--- src/rtl/fifo_wr_arbiter.sv ---
// rtl/fifo_wr_arbiter.sv - round-robin arbiter sharing the single write port of simple_fifo
// Optional per-requester accept counters are enabled by defining FIFO_WR_ARBITER_STATS_EN.
module fifo_wr_arbiter #(
  parameter int WIDTH   = 8,
  parameter int DEPTH   = 32,
  parameter int NUM_REQ = 4
) (
  input  logic                         clk,
  input  logic                         rst_n,
  input  logic [NUM_REQ-1:0]           req_valid,
  input  logic [NUM_REQ*WIDTH-1:0]     req_data,
  output logic [NUM_REQ-1:0]           req_ready,
  input  logic                         flush,
  output logic                         fifo_wr,
  output logic [WIDTH-1:0]             fifo_data,
  output logic                         fifo_rst,
  input  logic                         fifo_rd,
  input  logic                         fifo_empty,
  output logic [$clog2(DEPTH+1)-1:0]   level
`ifdef FIFO_WR_ARBITER_STATS_EN
  ,
  output logic [NUM_REQ*16-1:0]        accept_cnt
`endif
);

  localparam int LW = $clog2(DEPTH+1);
  localparam int PW = $clog2(NUM_REQ);
  localparam logic [LW-1:0] LVL_MAX = LW'(DEPTH);

  logic [PW-1:0] ptr;
  logic [PW-1:0] grant_idx;
  logic          space;
  logic          accept;
  logic          pop;

  // level already counts in-flight writes, so the FIFO can never be written while full
  assign space = rst_n && (level < LVL_MAX) && !flush && !fifo_rst;
  assign pop   = fifo_rd && !fifo_empty;

  always_comb begin
    logic [PW-1:0] idx;
    idx       = '0;
    req_ready = '0;
    grant_idx = ptr;
    accept    = 1'b0;
    for (int k = 1; k <= NUM_REQ; k++) begin
      idx = PW'((int'(ptr) + k) % NUM_REQ);
      if (space && !accept && req_valid[idx]) begin
        accept    = 1'b1;
        grant_idx = idx;
      end
    end
    if (accept) begin
      req_ready[grant_idx] = 1'b1;
    end
  end

  always_ff @(posedge clk or negedge rst_n) begin
    if (!rst_n) begin
      fifo_wr   <= 1'b0;
      fifo_data <= '0;
      fifo_rst  <= 1'b0;
      level     <= '0;
      ptr       <= PW'(NUM_REQ-1);
    end else if (flush) begin
      fifo_rst <= 1'b1;
      fifo_wr  <= 1'b0;
      level    <= '0;
    end else begin
      fifo_rst <= 1'b0;
      fifo_wr  <= accept;
      if (accept) begin
        fifo_data <= req_data[grant_idx*WIDTH +: WIDTH];
        ptr       <= grant_idx;
      end
      // a pop seen at level 0 is a system error; clamp rather than wrap
      if (accept && !pop) begin
        level <= level + 1'b1;
      end else if (!accept && pop && level != '0) begin
        level <= level - 1'b1;
      end
    end
  end

`ifdef FIFO_WR_ARBITER_STATS_EN
  always_ff @(posedge clk or negedge rst_n) begin
    if (!rst_n) begin
      accept_cnt <= '0;
    end else if (flush) begin
      accept_cnt <= '0;
    end else begin
      for (int i = 0; i < NUM_REQ; i++) begin
        if (accept && grant_idx == PW'(i) && accept_cnt[i*16 +: 16] != 16'hFFFF) begin
          accept_cnt[i*16 +: 16] <= accept_cnt[i*16 +: 16] + 16'd1;
        end
      end
    end
  end
`endif

endmodule

--- config.mk ---
export PLATFORM = sky130hd
export DESIGN_NAME = fifo_wr_arbiter
export DESIGN_NICKNAME = d
export VERILOG_FILES = /design/src/rtl/fifo_wr_arbiter.sv
export SDC_FILE = /design/constraint.sdc
export NUM_CORES = 1
export LEC_CHECK = 0
export BUFFER_PORTS_ARGS = -buffer_cell sky130_fd_sc_hd__buf_4
export CAP_MARGIN = 20
export CORE_UTILIZATION = 49
export DETAILED_ROUTE_END_ITERATION = 8
export MAX_ROUTING_LAYER = met4
export PLACE_DENSITY = 0.86
export SYNTH_ARGS = -nofsm -noshare
export SYNTH_HDL_FRONTEND = slang
export SYNTH_SLANG_ARGS = --single-unit
--- constraint.sdc ---
create_clock -name clk -period 6.51 [get_ports clk]
set_input_delay 0.651 -clock clk [delete_from_list [all_inputs] [get_ports clk]]
set_output_delay 0.651 -clock clk [all_outputs]
set_load 0.02 [all_outputs]
==> impl_metrics.toml <==
[worst_setup_path]
arrival_ns = 2.46
cp.buffers_inverters = 3
end_kind = "output port"
crit_family = "simple AND/OR/NAND/NOR gates"
cp_common_cell = "buf_4"
worst-setup-path-type = "in -> out"
worst_setup_path_start_kind = "input port"
slowest_delay_ns = 0.46
critPathSlowestCell = "nor4b_4"
worst-endpoint-required_ns = 5.86
crit_path_max_fanout = 20
crit_chain = "buf_4 > nor4b_4 > a31oi_1 > a31oi_2 > buf_4 > nand2_1 > nor2b_1 > buf_4"

[timing]
rsz0062_at_grt = "false"
setup_viol = 0
finalHoldViolations = 0
setup_tns_ns = 0
worstMarginPinSlew_ns = 0.585
relSlewSlack = 0.606
max_freq_mhz = 322
slew_viol_final = 0
skew_ns = 0.00166
fin_crit_sh = 0.478
hold_ws_ns = 0.206
period_minus_slack_ns = 3.11

[hold_path]
hold_path_class = "in -> async"

[placement]
dp_hpwl_um = 2480
io_buffers = 60
place_congestion = 0.895

[yosys]
synth-seq-cells = 18
synthesis.area_um2 = 1230
synth_edf_count = 0
synth_seq_area_share = 0.368
synth_top_flop_cell = "dfrtp_1"
synth_nets = 168
yosys_warnings = 0
post_synth.cell_area_avg_um2 = 10.1
ys_types = 41
postSynthCellCount = 122
async_flop_share = 1.00

[global_routing]
antenna_found_initial = 0
overflow = 0
grt_max_degree = 21
grt_pass1_wl_um = 5000
track_usage = 0.260
first_global_vias = 1139

[cts]
cts_htree_levels = 1
cts.clk_slew.worst_paths_ns = 0.10
hold_buffers = 0
numCtsBuffers = 3
cts_resized = 0
clk_path_buf_depth = 2
cts_setup_buffers = 0
numClockSinks = 18
cts_tree = "built"
cts-root-buf = "clkbuf_4"
clkLatencyLatePin_ns = 0.29

[floorplan]
core_um2 = 2300
dieArea_um2 = 2720
die_x_um = 52.1
fp.dieH_um = 52.1
rows = 17
io_pins = 61
start_util = 0.536

[route]
wire_per_inst_um = 14.5
firstDrtPassIters = 4
vias = 1177
first_iter_violations = 20
drt-total-wl_um = 3080
postRouteAntennaNets = 0
vias_per_cell = 5.55
remaining_drc_errors = 0

[pwr]
power_density_nw_per_um2 = 375
p_leak_nw = 0.887
vdd_drop_max_mv = 0.258

[run]
maxCapViolCount = 0

[layout]
final_core_util = 0.762
antenna_cells = 0
mostFrequentLayoutCells = "61 x buf_4, 18 x mux2i_1, 16 x dfrtp_1"
syn2layout_area_growth_pct = 42.2
nFillCells = 161
mostFrequentLayoutCell = "buf_4"
layout-drive-gt1-share = 0.424
nNetsFinal = 231

[status]
status = "finished clean"
flip-flops by register name, indices dropped and copies added (netlist names):
name / count
fifo_rst: 1
level: 6
fifo_wr: 1
fifo_data: 8
ptr: 2
worst reg2reg max path, stage by stage (launching register included):
cell and delay (ns):
dfrtp_1 0.47, nor4b_4 0.46, nand2_2 0.28, inv_2 0.15
nand2_2 0.10, ha_1 0.34, nor2b_1 0.15, o21a_1 0.17
o21ai_0 0.14, or3b_1 0.35, a21oi_1 0.14
routing by layer:
metal  vias up  routed length, um  global-route usage
met3         4                117              0.0556
met1       556               1280               0.307
met5         -                  0                   -
li1        584                  -                   -
met2        33               1650               0.434
met4         0                 29              0.0946
cells by family (layout without fill, tap and decap cells):
kind of cell               Yosys count  in the layout  share of synthesized area
AOI/OAI and AO/OA                   30             30                      0.188
xor gates and xnor gates             3              3                     0.0213
adders and majority gates            5              5                     0.0569
buffers and inverters                7             69                     0.0254
DFF                                 18             18                      0.368
muxes                               18             18                      0.146
and+or+nand+nor                     41             41                      0.194
worst paths after layout:
path	start	endpoint	slack (ns)	cells past startpoint
max	rst_n	req_ready[3]	3.40	8
min	rst_n	level[4]	0.21	1
max reg2reg	level[5]	level[4]	3.67	10
min reg2reg	fifo_data[4]	fifo_data[4]	0.51	2
max in group asynchronous	rst_n	ptr[1]	6.04	1
min in group clk	fifo_data[4]	fifo_data[4]	0.51	2
through the flow:
stage | cell area [um^2] | std cells | setup WS [ns] | power, W
3_3_place_gp | 1710 | 208 | 3.34 | 0.000577
4_1_cts | 1750 | 212 | 3.36 | 0.000659
3_5_place_dp | 1710 | 208 | 3.22 | 0.000589
6_report | 1750 | 212 | 3.40 | 0.000656
5_1_grt | 1750 | 212 | 3.20 | 0.000707
2_1_floorplan | 1230 | 122 | 3.69 | 0.000459
cell usage after synthesis (3+ instances only):
library cell  number  area share
xnor2_1            3       0.021
o21ai_0            4       0.016
nand2_1           13       0.040
a21oi_1            5       0.020
nor2b_1            3       0.015
nor2_1             7       0.021
dfrtp_1           16        0.33
ha_1               4       0.041
o221ai_1           8       0.057
mux2i_1           18        0.15
area by class of cell:
type	instances	area (um^2)	share of cell area
repair buffers	61	458	0.262
inverters	4	15.0	0.00858
clock buffers	4	36.3	0.0207
flip-flops and latches	18	453	0.259
well taps	28	35.0	0.0200
multi-input cells	97	753	0.430
report_power, final:
part	switching (W)	internal [W]	total, W
clock network	0.0000345	0.0000341	0.0000686
logic	0.000202	0.000187	0.000389
registers	0.0000398	0.000158	0.000198
Power figures use the tool's default switching activity.
